$ cat src/rtl/reg_write_arbiter_pkg.sv
// Shared definitions for the register-file write-port arbiter: state encoding
// and default port widths.
package reg_write_arbiter_pkg;

    localparam int DATA_W_DEF = 8;
    localparam int ADDR_W_DEF = 3;

    typedef enum logic {
        IDLE = 1'b0,
        HOLD = 1'b1
    } arb_state_e;

endpackage

$ cat src/rtl/reg_write_arbiter_if.sv
// Write-port bus: load and ALU writeback requests in, register-file write
// port plus status out.
interface reg_write_arbiter_if
    import reg_write_arbiter_pkg::*;
#(
    parameter int DATA_W = DATA_W_DEF,
    parameter int ADDR_W = ADDR_W_DEF
);
    logic                     MEM_REQ;
    logic [ADDR_W-1:0]        MEM_ADDR;
    logic [DATA_W-1:0]        MEM_DATA;
    logic                     ALU_REQ;
    logic [ADDR_W-1:0]        ALU_ADDR;
    logic [DATA_W-1:0]        ALU_DATA;
    logic                     ALU_READY;
    logic                     WRITEEN;
    logic [ADDR_W-1:0]        INADDR;
    logic [DATA_W-1:0]        IN;
    logic [(2**ADDR_W)-1:0]   PENDING;
    logic [7:0]               STALL_CNT;

    modport master (
        output MEM_REQ, MEM_ADDR, MEM_DATA, ALU_REQ, ALU_ADDR, ALU_DATA,
        input  ALU_READY, WRITEEN, INADDR, IN, PENDING, STALL_CNT
    );

    modport slave (
        input  MEM_REQ, MEM_ADDR, MEM_DATA, ALU_REQ, ALU_ADDR, ALU_DATA,
        output ALU_READY, WRITEEN, INADDR, IN, PENDING, STALL_CNT
    );
endinterface

$ cat src/rtl/reg_write_arbiter_wb_hold_buf.sv
// One-entry holding buffer for an ALU writeback that lost the write port to a
// load. Load takes precedence over clear.
module wb_hold_buf
    import reg_write_arbiter_pkg::*;
#(
    parameter int DATA_W = DATA_W_DEF,
    parameter int ADDR_W = ADDR_W_DEF
) (
    input  logic              clk_i,
    input  logic              rst_i,
    input  logic              load_i,
    input  logic              clear_i,
    input  logic [ADDR_W-1:0] addr_i,
    input  logic [DATA_W-1:0] data_i,
    output logic              valid_o,
    output logic [ADDR_W-1:0] addr_o,
    output logic [DATA_W-1:0] data_o
);
    logic              valid_q;
    logic [ADDR_W-1:0] addr_q;
    logic [DATA_W-1:0] data_q;

    // Buffer storage with synchronous reset
    always_ff @(posedge clk_i) begin
        if (rst_i) begin
            valid_q <= 1'b0;
            addr_q  <= '0;
            data_q  <= '0;
        end else if (load_i) begin
            valid_q <= 1'b1;
            addr_q  <= addr_i;
            data_q  <= data_i;
        end else if (clear_i) begin
            valid_q <= 1'b0;
            addr_q  <= '0;
            data_q  <= '0;
        end else begin
            valid_q <= valid_q;
        end
    end

    assign valid_o = valid_q;
    assign addr_o  = addr_q;
    assign data_o  = data_q;
endmodule

$ cat src/rtl/reg_write_arbiter.sv
// Arbitrates one register-file write port between never-stalled loads and
// back-pressured ALU results, using a one-entry holding buffer.
module reg_write_arbiter
    import reg_write_arbiter_pkg::*;
#(
    parameter int DATA_W = DATA_W_DEF,
    parameter int ADDR_W = ADDR_W_DEF
) (
    input  logic               CLK,
    input  logic               RESET,
    reg_write_arbiter_if.slave bus
);
    localparam int NREG = 2**ADDR_W;

    arb_state_e        state_q, state_d;
    logic              wen_q, wen_d;
    logic [ADDR_W-1:0] addr_q, addr_d;
    logic [DATA_W-1:0] data_q, data_d;
    logic [NREG-1:0]   pending_q, pending_d;
    logic [7:0]        stall_q, stall_d;

    logic              buf_load_s, buf_clear_s, buf_valid_s;
    logic [ADDR_W-1:0] buf_addr_s;
    logic [DATA_W-1:0] buf_data_s;
    logic              stall_s;

    wb_hold_buf #(.DATA_W(DATA_W), .ADDR_W(ADDR_W)) u_hold_buf (
        .clk_i   (CLK),
        .rst_i   (RESET),
        .load_i  (buf_load_s),
        .clear_i (buf_clear_s),
        .addr_i  (bus.ALU_ADDR),
        .data_i  (bus.ALU_DATA),
        .valid_o (buf_valid_s),
        .addr_o  (buf_addr_s),
        .data_o  (buf_data_s)
    );

    // Next-state, write-port selection and buffer control
    always_comb begin
        state_d     = state_q;
        wen_d       = 1'b0;
        addr_d      = addr_q;
        data_d      = data_q;
        buf_load_s  = 1'b0;
        buf_clear_s = 1'b0;
        case (state_q)
            IDLE: begin
                if (bus.MEM_REQ) begin
                    wen_d  = 1'b1;
                    addr_d = bus.MEM_ADDR;
                    data_d = bus.MEM_DATA;
                    if (bus.ALU_REQ) begin
                        buf_load_s = 1'b1;
                        state_d    = HOLD;
                    end else begin
                        state_d = IDLE;
                    end
                end else if (bus.ALU_REQ) begin
                    wen_d  = 1'b1;
                    addr_d = bus.ALU_ADDR;
                    data_d = bus.ALU_DATA;
                end else begin
                    wen_d = 1'b0;
                end
            end
            HOLD: begin
                if (bus.MEM_REQ) begin
                    wen_d  = 1'b1;
                    addr_d = bus.MEM_ADDR;
                    data_d = bus.MEM_DATA;
                    // A younger load to the same register makes the held ALU value stale
                    if (bus.MEM_ADDR == buf_addr_s) begin
                        buf_clear_s = 1'b1;
                        state_d     = IDLE;
                    end else begin
                        state_d = HOLD;
                    end
                end else begin
                    wen_d       = buf_valid_s;
                    addr_d      = buf_addr_s;
                    data_d      = buf_data_s;
                    buf_clear_s = 1'b1;
                    state_d     = IDLE;
                end
            end
            default: begin
                state_d     = IDLE;
                buf_clear_s = 1'b1;
            end
        endcase
    end

    // Pending mask and stall counter next values
    always_comb begin
        pending_d = '0;
        if (state_d == HOLD) begin
            pending_d = NREG'(1) << (buf_load_s ? bus.ALU_ADDR : buf_addr_s);
        end else begin
            pending_d = '0;
        end
        if (wen_d) begin
            pending_d = pending_d | (NREG'(1) << addr_d);
        end else begin
            pending_d = pending_d;
        end
        stall_s = bus.ALU_REQ && (state_q == HOLD);
        if (stall_s && (stall_q != 8'hFF)) begin
            stall_d = stall_q + 8'd1;
        end else begin
            stall_d = stall_q;
        end
    end

    // State and output registers
    always_ff @(posedge CLK) begin
        if (RESET) begin
            state_q   <= IDLE;
            wen_q     <= 1'b0;
            addr_q    <= '0;
            data_q    <= '0;
            pending_q <= '0;
            stall_q   <= 8'd0;
        end else begin
            state_q   <= state_d;
            wen_q     <= wen_d;
            addr_q    <= addr_d;
            data_q    <= data_d;
            pending_q <= pending_d;
            stall_q   <= stall_d;
        end
    end

    assign bus.ALU_READY = (state_q == IDLE);
    assign bus.WRITEEN   = wen_q;
    assign bus.INADDR    = addr_q;
    assign bus.IN        = data_q;
    assign bus.PENDING   = pending_q;
    assign bus.STALL_CNT = stall_q;
endmodule

$ cat src/flat_wrapper.sv
// flat-port wrapper written by rule: the top's interface ports become plain ports
module reg_write_arbiter_flat import reg_write_arbiter_pkg::*;
#(
    parameter int DATA_W = DATA_W_DEF,
    parameter int ADDR_W = ADDR_W_DEF
)
  (CLK, RESET, bus_MEM_REQ, bus_MEM_ADDR, bus_MEM_DATA, bus_ALU_REQ, bus_ALU_ADDR, bus_ALU_DATA, bus_ALU_READY, bus_WRITEEN, bus_INADDR, bus_IN, bus_PENDING, bus_STALL_CNT);
  reg_write_arbiter_if #(.DATA_W(DATA_W), .ADDR_W(ADDR_W)) bus_i ();
  input  logic CLK;
  input  logic RESET;
  input wire logic [$bits(bus_i.MEM_REQ)-1:0] bus_MEM_REQ;
  input wire logic [$bits(bus_i.MEM_ADDR)-1:0] bus_MEM_ADDR;
  input wire logic [$bits(bus_i.MEM_DATA)-1:0] bus_MEM_DATA;
  input wire logic [$bits(bus_i.ALU_REQ)-1:0] bus_ALU_REQ;
  input wire logic [$bits(bus_i.ALU_ADDR)-1:0] bus_ALU_ADDR;
  input wire logic [$bits(bus_i.ALU_DATA)-1:0] bus_ALU_DATA;
  output wire logic [$bits(bus_i.ALU_READY)-1:0] bus_ALU_READY;
  output wire logic [$bits(bus_i.WRITEEN)-1:0] bus_WRITEEN;
  output wire logic [$bits(bus_i.INADDR)-1:0] bus_INADDR;
  output wire logic [$bits(bus_i.IN)-1:0] bus_IN;
  output wire logic [$bits(bus_i.PENDING)-1:0] bus_PENDING;
  output wire logic [$bits(bus_i.STALL_CNT)-1:0] bus_STALL_CNT;
  assign bus_i.MEM_REQ = bus_MEM_REQ;
  assign bus_i.MEM_ADDR = bus_MEM_ADDR;
  assign bus_i.MEM_DATA = bus_MEM_DATA;
  assign bus_i.ALU_REQ = bus_ALU_REQ;
  assign bus_i.ALU_ADDR = bus_ALU_ADDR;
  assign bus_i.ALU_DATA = bus_ALU_DATA;
  assign bus_ALU_READY = bus_i.ALU_READY;
  assign bus_WRITEEN = bus_i.WRITEEN;
  assign bus_INADDR = bus_i.INADDR;
  assign bus_IN = bus_i.IN;
  assign bus_PENDING = bus_i.PENDING;
  assign bus_STALL_CNT = bus_i.STALL_CNT;
  reg_write_arbiter #(.DATA_W(DATA_W), .ADDR_W(ADDR_W)) u_core (.CLK(CLK), .RESET(RESET), .bus(bus_i));
endmodule
$ cat config.mk
export PLATFORM = sky130hd
export DESIGN_NAME = reg_write_arbiter_flat
export DESIGN_NICKNAME = d
export VERILOG_FILES = /design/src/rtl/reg_write_arbiter_pkg.sv /design/src/rtl/reg_write_arbiter_if.sv /design/src/rtl/reg_write_arbiter_wb_hold_buf.sv /design/src/rtl/reg_write_arbiter.sv /design/src/flat_wrapper.sv
export SDC_FILE = /design/constraint.sdc
export NUM_CORES = 1
export LEC_CHECK = 0
export ABC_AREA = 1
export ABC_CLOCK_PERIOD_IN_PS = 1500
export BUFFER_PORTS_ARGS = -buffer_cell sky130_fd_sc_hd__buf_2
export CAP_MARGIN = 20
export CORE_MARGIN = 4
export CORE_UTILIZATION = 40
export CTS_BUF_LIST = sky130_fd_sc_hd__clkbuf_16
export DETAILED_ROUTE_END_ITERATION = 10
export GPL_TIMING_DRIVEN = 0
export PLACE_DENSITY_LB_ADDON = 0.15
export SLEW_MARGIN = 20
export SYNTH_ARGS = -nofsm -noshare
export SYNTH_HDL_FRONTEND = slang
export SYNTH_SLANG_ARGS = --single-unit
export TNS_END_PERCENT = 50
$ cat constraint.sdc
create_clock -name CLK -period 1.5 [get_ports CLK]
set_input_delay 0.375 -clock CLK [delete_from_list [all_inputs] [get_ports CLK]]
set_output_delay 0.375 -clock CLK [all_outputs]
set_load 0.02 [all_outputs]
* Yosys cells after proc, flatten, opt, wreduce, memory -nomap -nowiden *
Index checks and enable logic that the tools add are counted.

cells by class
  $add $sub $neg = 1
  equal/unequal tests = 3
  shift operators = 2
  muxes and demuxes = 29
  bitwise gates (word level) = 2
  reductions and logical operators = 3

operators by type and width
  kind                                                               number
  8-bit two-way mux                                                  7
  3-bit two-way mux                                                  6
  8-bit one-hot mux with 2 select lines                              1
  1-bit by 3-bit << shifter with 8-bit output, first input constant  2
  1-bit two-way mux                                                  12
  8-bit by 1-bit adder with 8-bit output, second input constant      1
  8-bit != test, second input constant                               1
  8-bit bitwise OR                                                   1
  3-bit one-hot mux with 2 select lines                              1
  1-bit one-hot mux with 2 select lines                              2
  3-bit == test                                                      1
  3-bit != test, second input constant                               1
  1-bit logical AND                                                  2
  2-bit nonzero test                                                 1
  1-bit NOT                                                          1

storage, ports and cells
  bits in registers = 41
  input port bits = 26
  output and inout port bits = 29
  logic and storage cells = 49

* Logic depth before layout (Yosys ltp) *
Gate-level depths: netlist of the first run.

  depth after elaboration = 8
  mapped depth = 10
  depth with buffers taken out = 9

* By module *
Synthesis of the first run repeated with hierarchy kept, for this count alone.

second synthesis, totals
  cells, all modules = 289
  area, all modules = 2024.4 um^2

modules (own cells, without submodules)
  module             instances  cells each  area each (um^2)  sequential area each (um^2)
  reg_write_arbiter  1          237         1544.0            580.6
  wb_hold_buf        1          52          480.5             240.2

* Worst setup path before layout of the first run *
Ideal clock, no wire load.

  path kind = flip-flop to flip-flop
  start point = register u_core.stall_q[0] (netlist: u_core.bus.STALL_CNT[0])
  end point = register u_core.stall_q[0] (netlist: u_core.bus.STALL_CNT[0])
  setup time = 132 ps
  data arrival time = 1463 ps
  data required time = 1368 ps
  setup slack = -95 ps
  stages on the path, launching flop included = 8
  buffers on the path = 1
  clock period less this slack = 1595 ps
  cell sequence = dfxtp_1 > ha_1 > nand3_1 > nor2_1 > a21oi_1 > clkbuf_1 > o21ai_0 > a21oi_1

between the ends
  cells in the longest elaborated chain, start to end = 2
  elaborated cells between the ends (all ways) = 3
  classes of those cells = add/sub (1); eq/ne (1); reduce/logical (1)

RTL lines
  item                                                                            line                      text
  from (decl)                                                                     reg_write_arbiter.sv:20   logic [7:0] stall_q, stall_d;
  from (signal assigned)                                                          reg_write_arbiter.sv:130  stall_q <= stall_d;
  branches (longest 2 deep; another with 8-bit by 1-bit adder with 8-bit output)  --

Parallel ways; which one is timed is not known.
A chain may end at the register's enable or synchronous reset.

* Final worst setup path of the first run *
  start point = register u_core.state_q
  end point = output bus_ALU_READY

between the ends
  cells in the longest elaborated chain, start to end = 1

RTL lines
  item                    line                      text
  from (decl)             reg_write_arbiter.sv:15   arb_state_e state_q, state_d;
  from (signal assigned)  reg_write_arbiter.sv:125  state_q <= state_d;
  1-bit NOT               --
  to (decl)               flat_wrapper.sv:17        output wire logic [$bits(bus_i.ALU_READY)-1:0] bus_ALU_READY;

Every way passes these cells.

==> metrics.csv, run 1 <==
stage;metric;value;unit
synth;ys.flop_type;sky130_fd_sc_hd__dfxtp_1;
synth;synth_edf_count;0;
die;design.portCount;55;
worst_setup_path;worstSetupEndpointType;primary output;
finish;layout-drive-gt1-share;23.4;%
die;placement_rows;25;
clock_network;ctsLongestPathBuffers;2;
power_and_ir_drop;p_leak;1.18;nW
clock_network;cts-buffers-inserted;5;
finish;layout.nets;381;
synth;synth_top_cells_by_area;sky130_fd_sc_hd__dfxtp_1, sky130_fd_sc_hd__nand2_1, sky130_fd_sc_hd__inv_1;
finish;fill_cells;506;
place;cell_total_after_placement;413;
clock_network;h-tree-depth;2;
worst_setup_path;critical-path-slowest-cell;sky130_fd_sc_hd__dfxtp_1;
synth;ys_seq_area_share;41.5;%
power_and_ir_drop;largest_voltage_drop_on_the_vdd_net;0.537;mV
finish;final-instance-count-excl-fill;422;
worst_setup_path;timing.setup.critical_path_class;reg2out;
sta;timing_hold_violations_final;0;
sta;maxSlewHeadroom;63.7;%
die;starting_density_of_the_core;41.6;%
place;io_buffer_count;53;
power_and_ir_drop;p_int;1.91;mW
finish;area.sequential;826;um^2
drt;total_number_of_vias;2076;
finish;num_antenna_cells;0;
worst_hold_path;hold_path.class;in2reg;
die;core-area;4750;um^2
sta;timing.final.crit_share;95.0;%
sta;worst_slew_pin_slew;0.544;ns
power_and_ir_drop;share_comb_of_total_power;17.1;%
worst_setup_path;critical_path.startpoint_type;flip-flop;
place;dp_hpwl;3820;um
global_route;first_global_vias;1911;
synth;syn-mean-instance-area;6.75;um^2
drt;vias_per_cell;4.92;
finish;multi_input_area;1010;um^2
drt;drtAntennaViolNets;0;
drt;detail_route.drc_violations;0;
die;die_y;78.3;um
synth;yosysTopAreaCell;sky130_fd_sc_hd__dfxtp_1;
global_route;gr-usage-all-layers;18.2;%
synth;synth.most_common_cell;sky130_fd_sc_hd__nand2_1;
worst_setup_path;critical_path_peak_fanout;9;
sta;clock-skew-final;0.00246;ns
clock_network;clock-sinks;41;
global_route;antenna_found_initial;0;
synth;synth_top_area_share;41.5;%
global_route;grt_pass1_wl;8850;um
synth;yosys_warnings;0;
synth;ys_async_sr_fraction;0;%
drt;routed_wire_length_per_instance;12.7;um
synth;synth.distinct_cells;25;
worst_setup_path;worst_ep_required_time;1.12;ns
power_and_ir_drop;seq_power_share;44.7;%
synth;ys_top_cells_by_count;sky130_fd_sc_hd__nand2_1, sky130_fd_sc_hd__dfxtp_1, sky130_fd_sc_hd__inv_1;
drt;dr.pass1.iters;4;
clock_network;clkSlewWorstSetupHoldPaths;0.06;ns
power_and_ir_drop;sw_frac_of_total;27.8;%
synth;ys_ff_latch;41;
sta;tns;0;ns
drt;wl;5360;um
worst_setup_path;cp_data_arrival_time;1.05;ns
flow_run;drv_cap;0;
sta;finalSetupViolCount;0;
clock_network;cts_hold_buffers;0;
clock_network;tritoncts;done;
sta;maxClockFrequency;702;MHz
clock_network;cts.root.buffer_cell;sky130_fd_sc_hd__clkbuf_16;
sta;setup_repair_after_global_routing_missed_its_margin;yes;
global_route;grt_max_degree;13;
power_and_ir_drop;switching_power;735;uW
synth;synth_cells;293;
synth;synth_area;1980;um^2
power_and_ir_drop;power_density;1050;nW/um^2
power_and_ir_drop;clock_power_share;38.3;%
outcome;outcome;completed;
worst_setup_path;crit_chain;buf_6, inv_1, buf_2;
sta;final.min_clock_period;1.42;ns
finish;syn_to_final_growth;27.8;%
worst_setup_path;cp_num_buf_inv;3;
die;die_w;78.3;um
drt;drt_iter0_drcs;91;
clock_network;clock_latency;0.28;ns
die;die_area;6130;um^2
synth;syn-num-nets;320;
worst_setup_path;delay_of_the_slowest_cell_on_the_worst_path;0.30;ns
place;routabilityCongestion;0.872;
global_route;gr-total-overflow;0;
sta;timing_max_transition_violations_final;0;
worst_setup_path;path_delay_family;buffers and inverters;
registers in the layout, indices dropped and copies added (netlist names):
name	cells
u_core.u_hold_buf.addr_o	3
u_core.bus.WRITEEN	1
u_core.bus.STALL_CNT	8
u_core.u_hold_buf.data_o	8
u_core.u_hold_buf.valid_o	1
u_core.bus.PENDING	8
u_core.bus.IN	8
u_core.state_q	1
u_core.bus.INADDR	3
what timing repair did:
action,CTS,global route
pin swaps,1,2
setup endpoints to repair,7,20
gates resized for setup,2,17
setup buffers,1,0
per-layer routing:
metal  part of all wire, %  up-vias  global-route usage (%)  routed length [um]
li1                      -     1076                       -                   -
met1                    46      945                    23.5                2470
met2                    47       49                    30.4                2510
met3                   6.2        6                    4.01                 333
met4                   1.0        0                    5.77                  54
met5                     0        -                       0                   0
power groups by stage:
stage               Combinational [mW]  Sequential [mW]  Clock [mW]
finish                           0.451             1.18        1.01
global route                     0.504             1.19        1.09
CTS                              0.437             1.18        1.04
detailed placement               0.434             1.20           0
global placement                 0.432             1.20           0
floorplan                        0.233             1.25           0
metrics by stage:
| stage | setup slack [ns] | hold slack (ns) | utilization (%) | total power, mW | area (um^2) |
|---|---|---|---|---|---|
| 2_1_floorplan | 0.0116 | 0.458 | - | 1.49 | 1980 |
| 3_3_place_gp | -0.0882 | 0.445 | 49.0 | 1.63 | 2330 |
| 3_5_place_dp | -0.126 | 0.451 | 49.0 | 1.64 | 2330 |
| 4_1_cts | 0.0138 | 0.337 | 52.1 | 2.66 | 2480 |
| 5_1_grt | -0.00870 | 0.356 | 53.2 | 2.78 | 2530 |
| 6_report | 0.0754 | 0.336 | 53.2 | 2.64 | 2530 |
path summary, 6_finish.rpt:
check / start / end / slack [ns] / cells after the start
max: u_core.state_q$_SDFF_PP0_ / bus_ALU_READY / 0.08 / 3
min: RESET / u_core.bus.INADDR[2]$_SDFF_PP0_ / 0.34 / 2
max reg2reg: u_core.bus.STALL_CNT[0]$_SDFFE_PP0P_ / u_core.bus.STALL_CNT[1]$_SDFFE_PP0P_ / 0.13 / 7
min reg2reg: u_core.bus.STALL_CNT[0]$_SDFFE_PP0P_ / u_core.bus.STALL_CNT[0]$_SDFFE_PP0P_ / 0.47 / 1
final cells by class:
cell class	count	area share, %
Buffer	13	3.22
Timing Repair Buffer	54	10.8
Clock inverter	3	0.495
Sequential cell	41	32.7
Tap cell	67	3.32
Multi-Input combinational cell	207	39.8
Inverter	32	4.75
Clock buffer	5	4.95
cells by family after synthesis:
group                      after synthesis  synth area share [%]
AOI/OAI and AO/OA                       49                  14.2
xor gates and xnor gates                 2                 0.886
adders and majority gates                1                 0.632
buffers and inverters                   45                  9.80
DFF                                     41                  41.5
and+or+nand+nor                        155                  33.0
cells in the final DEF, fill, tap and decap left out, types with 2 or more instances in the layout:
| cell type | synthesis | final |
|---|---|---|
| sky130_fd_sc_hd__clkbuf_16 | 0 | 5 |
| sky130_fd_sc_hd__a41oi_1 | 6 | 6 |
| sky130_fd_sc_hd__nand3_1 | 20 | 20 |
| sky130_fd_sc_hd__nand2_1 | 91 | 89 |
| sky130_fd_sc_hd__nand4_1 | 10 | 10 |
| sky130_fd_sc_hd__nor2_1 | 26 | 24 |
| sky130_fd_sc_hd__nand2_2 | 2 | 4 |
| sky130_fd_sc_hd__a21oi_1 | 17 | 17 |
| sky130_fd_sc_hd__nor3_1 | 3 | 3 |
| sky130_fd_sc_hd__nor2_2 | 1 | 2 |
| sky130_fd_sc_hd__clkinv_1 | 0 | 2 |
| sky130_fd_sc_hd__o21a_1 | 2 | 2 |
| sky130_fd_sc_hd__o21ai_0 | 18 | 15 |
| sky130_fd_sc_hd__inv_1 | 32 | 31 |
| sky130_fd_sc_hd__a31oi_1 | 2 | 2 |
| sky130_fd_sc_hd__clkbuf_1 | 4 | 3 |
| sky130_fd_sc_hd__buf_6 | 1 | 2 |
| sky130_fd_sc_hd__o21ai_1 | 2 | 5 |
| sky130_fd_sc_hd__buf_2 | 5 | 58 |
| sky130_fd_sc_hd__xnor2_1 | 2 | 2 |
| sky130_fd_sc_hd__dfxtp_1 | 41 | 39 |
| sky130_fd_sc_hd__buf_4 | 3 | 4 |
Note: power is estimated with default switching activity, not from simulation.
==> run 2: changes to the inputs <==
ABC_AREA = not set   (was 1)
==> metrics.csv, run 2 <==
stage;metric;value;unit;change
outcome;outcome;complete, but fails checks;;
outcome;failing_checks;setup timing;;
worst_setup_path;timing.setup.critical_path_class;reg2out;;
drt;wl;4810;um;-10%
sta;timing_hold_violations_final;0;;unchanged
worst_hold_path;hold_path_startpoint;bus_ALU_DATA[2];;
clock_network;cts.root.buffer_cell;sky130_fd_sc_hd__clkbuf_16;;
worst_setup_path;critical_path.startpoint_type;flip-flop;;
synth;ys_ff_latch;41;;unchanged
synth;ys.flop_type;sky130_fd_sc_hd__dfxtp_1;;
die;die_y;75.1;um;-4.1%
clock_network;cts_hold_buffers;0;;unchanged
clock_network;tritoncts;done;;
sta;postLayoutSetupSlackWorst;-0.00159;ns;-0.0770 ns
power_and_ir_drop;largest_voltage_drop_on_the_vdd_net;0.811;mV;+51%
finish;num_antenna_cells;0;;unchanged
worst_setup_path;worst_ep_required_time;1.12;ns;about the same
synth;ys_top_cells_by_count;sky130_fd_sc_hd__dfxtp_1, sky130_fd_sc_hd__a21oi_1, sky130_fd_sc_hd__nor2_1;;
sta;finalSetupViolCount;1;;+1
finish;syn_to_final_growth;33.5;%;
worst_setup_path;cp_data_arrival_time;1.13;ns;+0.08 ns
worst_setup_path;r2r_slack;0.02;ns;-0.11 ns
drt;dr.pass1.iters;4;;unchanged
synth;yosysTopAreaCell;sky130_fd_sc_hd__dfxtp_1;;
synth;syn-num-nets;215;;-33%
sta;timing_max_transition_violations_final;0;;unchanged
synth;synth_top_cells_by_area;sky130_fd_sc_hd__dfxtp_1, sky130_fd_sc_hd__a32o_1, sky130_fd_sc_hd__o221ai_1;;
die;design.portCount;55;;unchanged
global_route;gr-total-overflow;0;;unchanged
power_and_ir_drop;power_density;1090;nW/um^2;+4.3%
clock_network;cts-buffers-inserted;5;;unchanged
synth;synth_area;1800;um^2;-8.9%
die;placement_rows;24;;-4.0%
die;core-area;4350;um^2;-8.4%
drt;routed_wire_length_per_instance;15.7;um;+23%
finish;layout_commonest_cell;sky130_fd_sc_hd__buf_2;;
worst_setup_path;worstSetupStartpoint;u_core.state_q$_SDFF_PP0_;;
clock_network;h-tree-depth;2;;unchanged
die;die_area;5640;um^2;-8.0%
sta;maxSlewHeadroom;61.0;%;-2.7 points
place;pre_cts_ws;-0.265;ns;-0.139 ns
global_route;gr-usage-all-layers;17.4;%;-0.85 points
drt;detail_route.drc_violations;0;;unchanged
worst_setup_path;worstSetupEndpointType;primary output;;
clock_network;clkSlewWorstSetupHoldPaths;0.06;ns;about the same
power_and_ir_drop;p_leak;1.02;nW;-14%
synth;synth_cells;188;;-36%
global_route;antenna_found_initial;0;;unchanged
clock_network;clock-sinks;41;;unchanged
global_route;first_global_vias;1540;;-19%
worst_setup_path;critical_path_peak_fanout;6;;-3
synth;ys_seq_area_share;45.6;%;+4.1 points
synth;synth.most_common_cell;sky130_fd_sc_hd__dfxtp_1;;
die;die_w;75.1;um;-4.1%
sta;setup_repair_after_global_routing_missed_its_margin;yes;;
finish;layout-drive-gt1-share;38.4;%;+15 points
place;dp_hpwl;3400;um;-11%
place;cell_total_after_placement;293;;-29%
finish;layout.nets;281;;-26%
drt;drtAntennaViolNets;0;;unchanged
sta;timing.final.crit_share;100;%;+5.1 points
synth;yosys_warnings;0;;unchanged
clock_network;clock_latency;0.28;ns;about the same
synth;ys_async_sr_fraction;0;%;unchanged
drt;vias_per_cell;5.69;;+16%
sta;clock-skew-final;0.00592;ns;+0.00346 ns
sta;final.min_clock_period;1.50;ns;+0.0770 ns
worst_setup_path;rr_startpoint;u_core.state_q$_SDFF_PP0_;;
global_route;grt_pass1_wl;7430;um;-16%
place;routabilityCongestion;0.806;;-7.6%
flow_run;drv_cap;0;;unchanged
die;starting_density_of_the_core;41.4;%;-0.23 points
place;place_area;2140;um^2;-8.2%
worst_hold_path;hold_path.class;in2reg;;
finish;mostFrequentLayoutCells;sky130_fd_sc_hd__buf_2, sky130_fd_sc_hd__dfxtp_1, sky130_fd_sc_hd__a21oi_1;;
sta;maxClockFrequency;666;MHz;-5.1%
synth;syn-mean-instance-area;9.58;um^2;+42%
drt;drt_iter0_drcs;111;;+22%
synth;synth_top_area_share;45.6;%;+4.1 points
global_route;grt_max_degree;14;;+1
place;io_buffer_count;53;;unchanged
clock_network;ctsLongestPathBuffers;2;;unchanged
sta;worst_slew_pin_slew;0.579;ns;+0.0353 ns
finish;final-instance-count-excl-fill;307;;-27%
finish;postLayoutCellArea;2400;um^2;-4.9%
finish;post-route-util;55.2;%;+2.1 points
synth;synth.distinct_cells;43;;+72%
power_and_ir_drop;total_power;2.62;mW;-0.78%
drt;total_number_of_vias;1747;;-16%
synth;synth_edf_count;0;;unchanged
run 2: critical path: stages (launching register included):
cell and delay, ns:
sky130_fd_sc_hd__dfxtp_2 0.38, sky130_fd_sc_hd__buf_6 0.13, sky130_fd_sc_hd__inv_2 0.05, sky130_fd_sc_hd__buf_6 0.12, sky130_fd_sc_hd__buf_4 0.15
run 2: path summary, 6_finish.rpt:
check,to,cells past startpoint
setup reg to reg,u_core.bus.PENDING[3]$_SDFF_PP0_,4
hold reg to reg,u_core.u_hold_buf.valid_o$_SDFFE_PP0P_,1
hold / removal,u_core.u_hold_buf.data_o[2]$_SDFFE_PP0P_,2
setup / recovery,bus_ALU_READY,4
run 2: kinds of logic (layout without fill, tap and decap cells):
group	Yosys count	in the layout	share of synthesized area, %
compound gates	65	65	27.3
flops	41	41	45.6
buf+inv	18	85	4.44
fa+ha+maj	1	1	0.694
xor+xnor	4	4	1.94
simple gates	52	52	16.0
mux	7	7	4.03
run 2: metrics by stage:
step | setup TNS (ns) | hold WS, ns
after floorplan | -0.00357 | 0.426
after global placement | -4.75 | 0.453
after detailed placement | -4.72 | 0.463
after CTS | -0.0324 | 0.316
after global routing | -0.140 | 0.318
final | -0.00159 | 0.315
run 2: power breakdown:
group / leakage, nW / internal [mW] / total (mW) / switching (mW)
Combinational: 0.611 / 0.161 / 0.396 / 0.235
Clock: 0.0696 / 0.610 / 1.05 / 0.439
Sequential: 0.338 / 1.15 / 1.18 / 0.0311
run 2: final cells by class:
| class | count | area (um^2) |
|---|---|---|
| Buffer | 11 | 73.8 |
| Timing Repair Buffer | 59 | 310 |
| Tap cell | 52 | 65.1 |
| Multi-Input combinational cell | 129 | 957 |
| Clock inverter | 3 | 17.5 |
| Sequential cell | 41 | 826 |
| Fill cell | 405 | 1950 |
| Clock buffer | 5 | 125 |
| Inverter | 7 | 30.0 |
run 2: per-layer routing:
metal  wire (um)  part of all wire [%]  GRT usage (%)
met5           0                     0              0
met4          54                   1.1           5.93
met3         275                   5.7           4.54
met2        2260                    47           26.8
met1        2220                    46           23.6
run 2: what timing repair did:
item | 4_1_cts | 5_1_grt
pin swaps | 1 | 2
setup buffers | 1 | 4
hold endpoints to repair | 0 | 0
gates cloned | 0 | 1
endpoints found under the setup margin | 18 | 21
gates resized for setup | 7 | 20
==> run 3: changes to the inputs <==
BUFFER_PORTS_ARGS = -buffer_cell sky130_fd_sc_hd__clkbuf_2   (was -buffer_cell sky130_fd_sc_hd__buf_2)
SKIP_CTS_REPAIR_TIMING = 1   (was not set)
SKIP_LAST_GASP = 1   (was not set)
==> metrics.csv, run 3 (synthesis gave the netlist of run 2 again) <==
stage;metric;value;unit;change
outcome;outcome;completed;;
clock_network;clock-sinks;41;;unchanged
global_route;gr-total-overflow;0;;unchanged
sta;final.min_clock_period;1.50;ns;-0.00361 ns
worst_setup_path;rr_worst_depth;4;;unchanged
flow_run;drv_cap;0;;unchanged
finish;fill_cells;412;;+1.7%
sta;maxSlewHeadroom;66.0;%;+5.0 points
global_route;busiest_layer;met2;;
global_route;first_global_vias;1514;;-1.7%
place;io_buffer_count;53;;unchanged
global_route;antenna_found_initial;0;;unchanged
worst_setup_path;timing.setup.critical_path_class;reg2out;;
power_and_ir_drop;share_comb_of_total_power;14.9;%;-0.2 points
global_route;grt_pass1_wl;7380;um;-0.74%
worst_hold_path;hold_path.class;in2reg;;
worst_setup_path;critical-path-slowest-cell;sky130_fd_sc_hd__dfxtp_2;;
drt;drt_iter0_drcs;61;;-45%
worst_hold_path;min_delay_path_depth;2;;unchanged
clock_network;ctsLongestPathBuffers;2;;unchanged
finish;mostFrequentLayoutCells;sky130_fd_sc_hd__clkbuf_2, sky130_fd_sc_hd__dfxtp_1, sky130_fd_sc_hd__a21oi_1, sky130_fd_sc_hd__nor2_1, sky130_fd_sc_hd__nand2_1;;
power_and_ir_drop;p_leak;1.00;nW;-1.7%
place;routabilityCongestion;0.805;;about the same
power_and_ir_drop;largest_voltage_drop_on_the_vdd_net;0.803;mV;-0.92%
worst_setup_path;cp_common_cell;sky130_fd_sc_hd__buf_6;;
drt;vias_per_cell;5.60;;-1.6%
sta;timing_hold_violations_final;0;;unchanged
drt;detail_route.drc_violations;0;;unchanged
drt;dr.pass1.iters;4;;unchanged
sta;finalSetupViolCount;0;;-1
drt;total_number_of_vias;1714;;-1.9%
worst_setup_path;cp_data_arrival_time;1.12;ns;about the same
clock_network;h-tree-depth;2;;unchanged
finish;num_antenna_cells;0;;unchanged
drt;drtAntennaViolNets;0;;unchanged
power_and_ir_drop;p_int;1.91;mW;-0.22%
clock_network;clkSlewWorstSetupHoldPaths;0.06;ns;about the same
sta;maxClockFrequency;668;MHz;+0.24%
clock_network;cts.root.buffer_cell;sky130_fd_sc_hd__clkbuf_16;;
die;die_area;5640;um^2;unchanged
worst_hold_path;hold_worst_path_end;u_core.u_hold_buf.data_o[2]$_SDFFE_PP0P_;;
sta;setup_repair_after_global_routing_missed_its_margin;yes;;
power_and_ir_drop;power_density;1100;nW/um^2;+0.66%
die;starting_density_of_the_core;41.4;%;unchanged
worst_setup_path;delay_of_the_slowest_cell_on_the_worst_path;0.33;ns;-0.05 ns
worst_setup_path;critical_path.startpoint_type;flip-flop;;
die;placement_rows;24;;unchanged
sta;timing_max_transition_violations_final;0;;unchanged
worst_setup_path;worst_ep_required_time;1.12;ns;about the same
die;core-area;4350;um^2;unchanged
finish;layout.nets;280;;-0.36%
finish;multi_input_area;923;um^2;-3.5%
drt;wl;4660;um;-3.1%
die;design.portCount;55;;unchanged
worst_hold_path;hold_path_startpoint;bus_ALU_DATA[2];;
power_and_ir_drop;clock_power_share;39.8;%;-0.2 points
clock_network;tritoncts;done;;
sta;worst_slew_pin_slew;0.505;ns;-0.0740 ns
global_route;grtUsageMet1;24.1;%;+0.53 points
finish;post-route-util;54.3;%;-0.92 points
drt;routed_wire_length_per_instance;15.2;um;-2.8%
finish;layout_commonest_cell;sky130_fd_sc_hd__clkbuf_2;;
power_and_ir_drop;seq_power_share;45.4;%;+0.5 points
sta;tns;0;ns;+0.00159 ns
worst_setup_path;critical_path_peak_fanout;10;;+4
clock_network;cts-buffers-inserted;5;;unchanged
power_and_ir_drop;sw_frac_of_total;26.3;%;-0.59 points
place;pre_cts_ws;-0.284;ns;-0.0185 ns
worst_setup_path;r2r_end;u_core.bus.PENDING[7]$_SDFF_PP0_;;
sta;postLayoutSetupSlackWorst;0.00202;ns;+0.00361 ns
finish;area.sequential;825;um^2;-0.15%
worst_setup_path;r2r_slack;0.03;ns;about the same
sta;timing.final.crit_share;99.9;%;-0.24 points
die;die_w;75.1;um;unchanged
finish;layout-drive-gt1-share;35.4;%;-3.0 points
global_route;gr-usage-met3;4.14;%;-0.40 points
die;die_y;75.1;um;unchanged
place;dp_hpwl;3430;um;+0.98%
clock_network;clock_latency;0.28;ns;about the same
worst_setup_path;crit_chain;buf_6, inv_2, buf_6, buf_4;;
global_route;grt_max_degree;14;;unchanged
finish;syn_to_final_growth;31.3;%;
power_and_ir_drop;switching_power;682;uW;-3.2%
worst_setup_path;worstSetupEndpointType;primary output;;
global_route;gr-usage-all-layers;17.1;%;-0.31 points
global_route;groute.layer.met2.usage;25.0;%;-1.7 points
worst_setup_path;rr_startpoint;u_core.bus.INADDR[0]$_SDFF_PP0_;;
sta;clock-skew-final;0.00292;ns;-0.00300 ns
run 3: power by group through the flow:
stage                     Combinational, mW  Clock (mW)  Sequential [mW]
after CTS                             0.367        1.06             1.18
after global routing                  0.423        1.11             1.18
after detailed placement              0.366           0             1.20
after global placement                0.363           0             1.20
after floorplan                       0.190           0             1.24
final                                 0.386        1.03             1.18
run 3: cell type report:
class | instances | share of cell area [%]
clock inverter | 3 | 0.741
inverter | 7 | 1.27
sequential | 41 | 34.9
multi-input combinational | 129 | 39.0
tap | 52 | 2.75
timing repair buffer | 58 | 12.9
buffer | 11 | 3.12
clock buffer | 5 | 5.29
run 3: how the worst max path moves through the flow:
| stage | from | depth (start not counted) | to | slack [ns] |
|---|---|---|---|---|
| detailed placement | bus_ALU_REQ | 6 | u_core.bus.PENDING[7]$_SDFF_PP0_ | -0.28 |
| floorplan | u_core.bus.STALL_CNT[0]$_SDFFE_PP0P_ | 5 | u_core.bus.STALL_CNT[7]$_SDFFE_PP0P_ | -0.004 |
| CTS | u_core.state_q$_SDFF_PP0_ | 4 | bus_ALU_READY | -0.25 |
| finish | u_core.state_q$_SDFF_PP0_ | 4 | bus_ALU_READY | 0.002 |
| global placement | bus_ALU_REQ | 6 | u_core.bus.PENDING[7]$_SDFF_PP0_ | -0.28 |
| global route | u_core.state_q$_SDFF_PP0_ | 4 | bus_ALU_READY | -0.06 |
run 3: layer usage:
metal	share of wire, %	routed length (um)	vias up
li1	-	-	862
met1	48	2260	796
met2	45	2080	46
met3	5.1	238	10
met4	1.9	88	0
met5	0	0	-
run 3: critical path, delay by kind of cell (launching register included):
kind | cells | cell delay (ns)
buffers and inverters | 4 | 0.51
DFF | 1 | 0.33
run 3: per-stage QoR:
step / power [mW] / area [um^2] / instances / hold slack [ns]
final: 2.60 / 2360 / 306 / 0.325
after global routing: 2.71 / 2360 / 306 / 0.336
after CTS: 2.60 / 2280 / 301 / 0.323
after detailed placement: 1.57 / 2140 / 293 / 0.462
after global placement: 1.56 / 2140 / 293 / 0.452
after floorplan: 1.43 / 1810 / 188 / 0.426
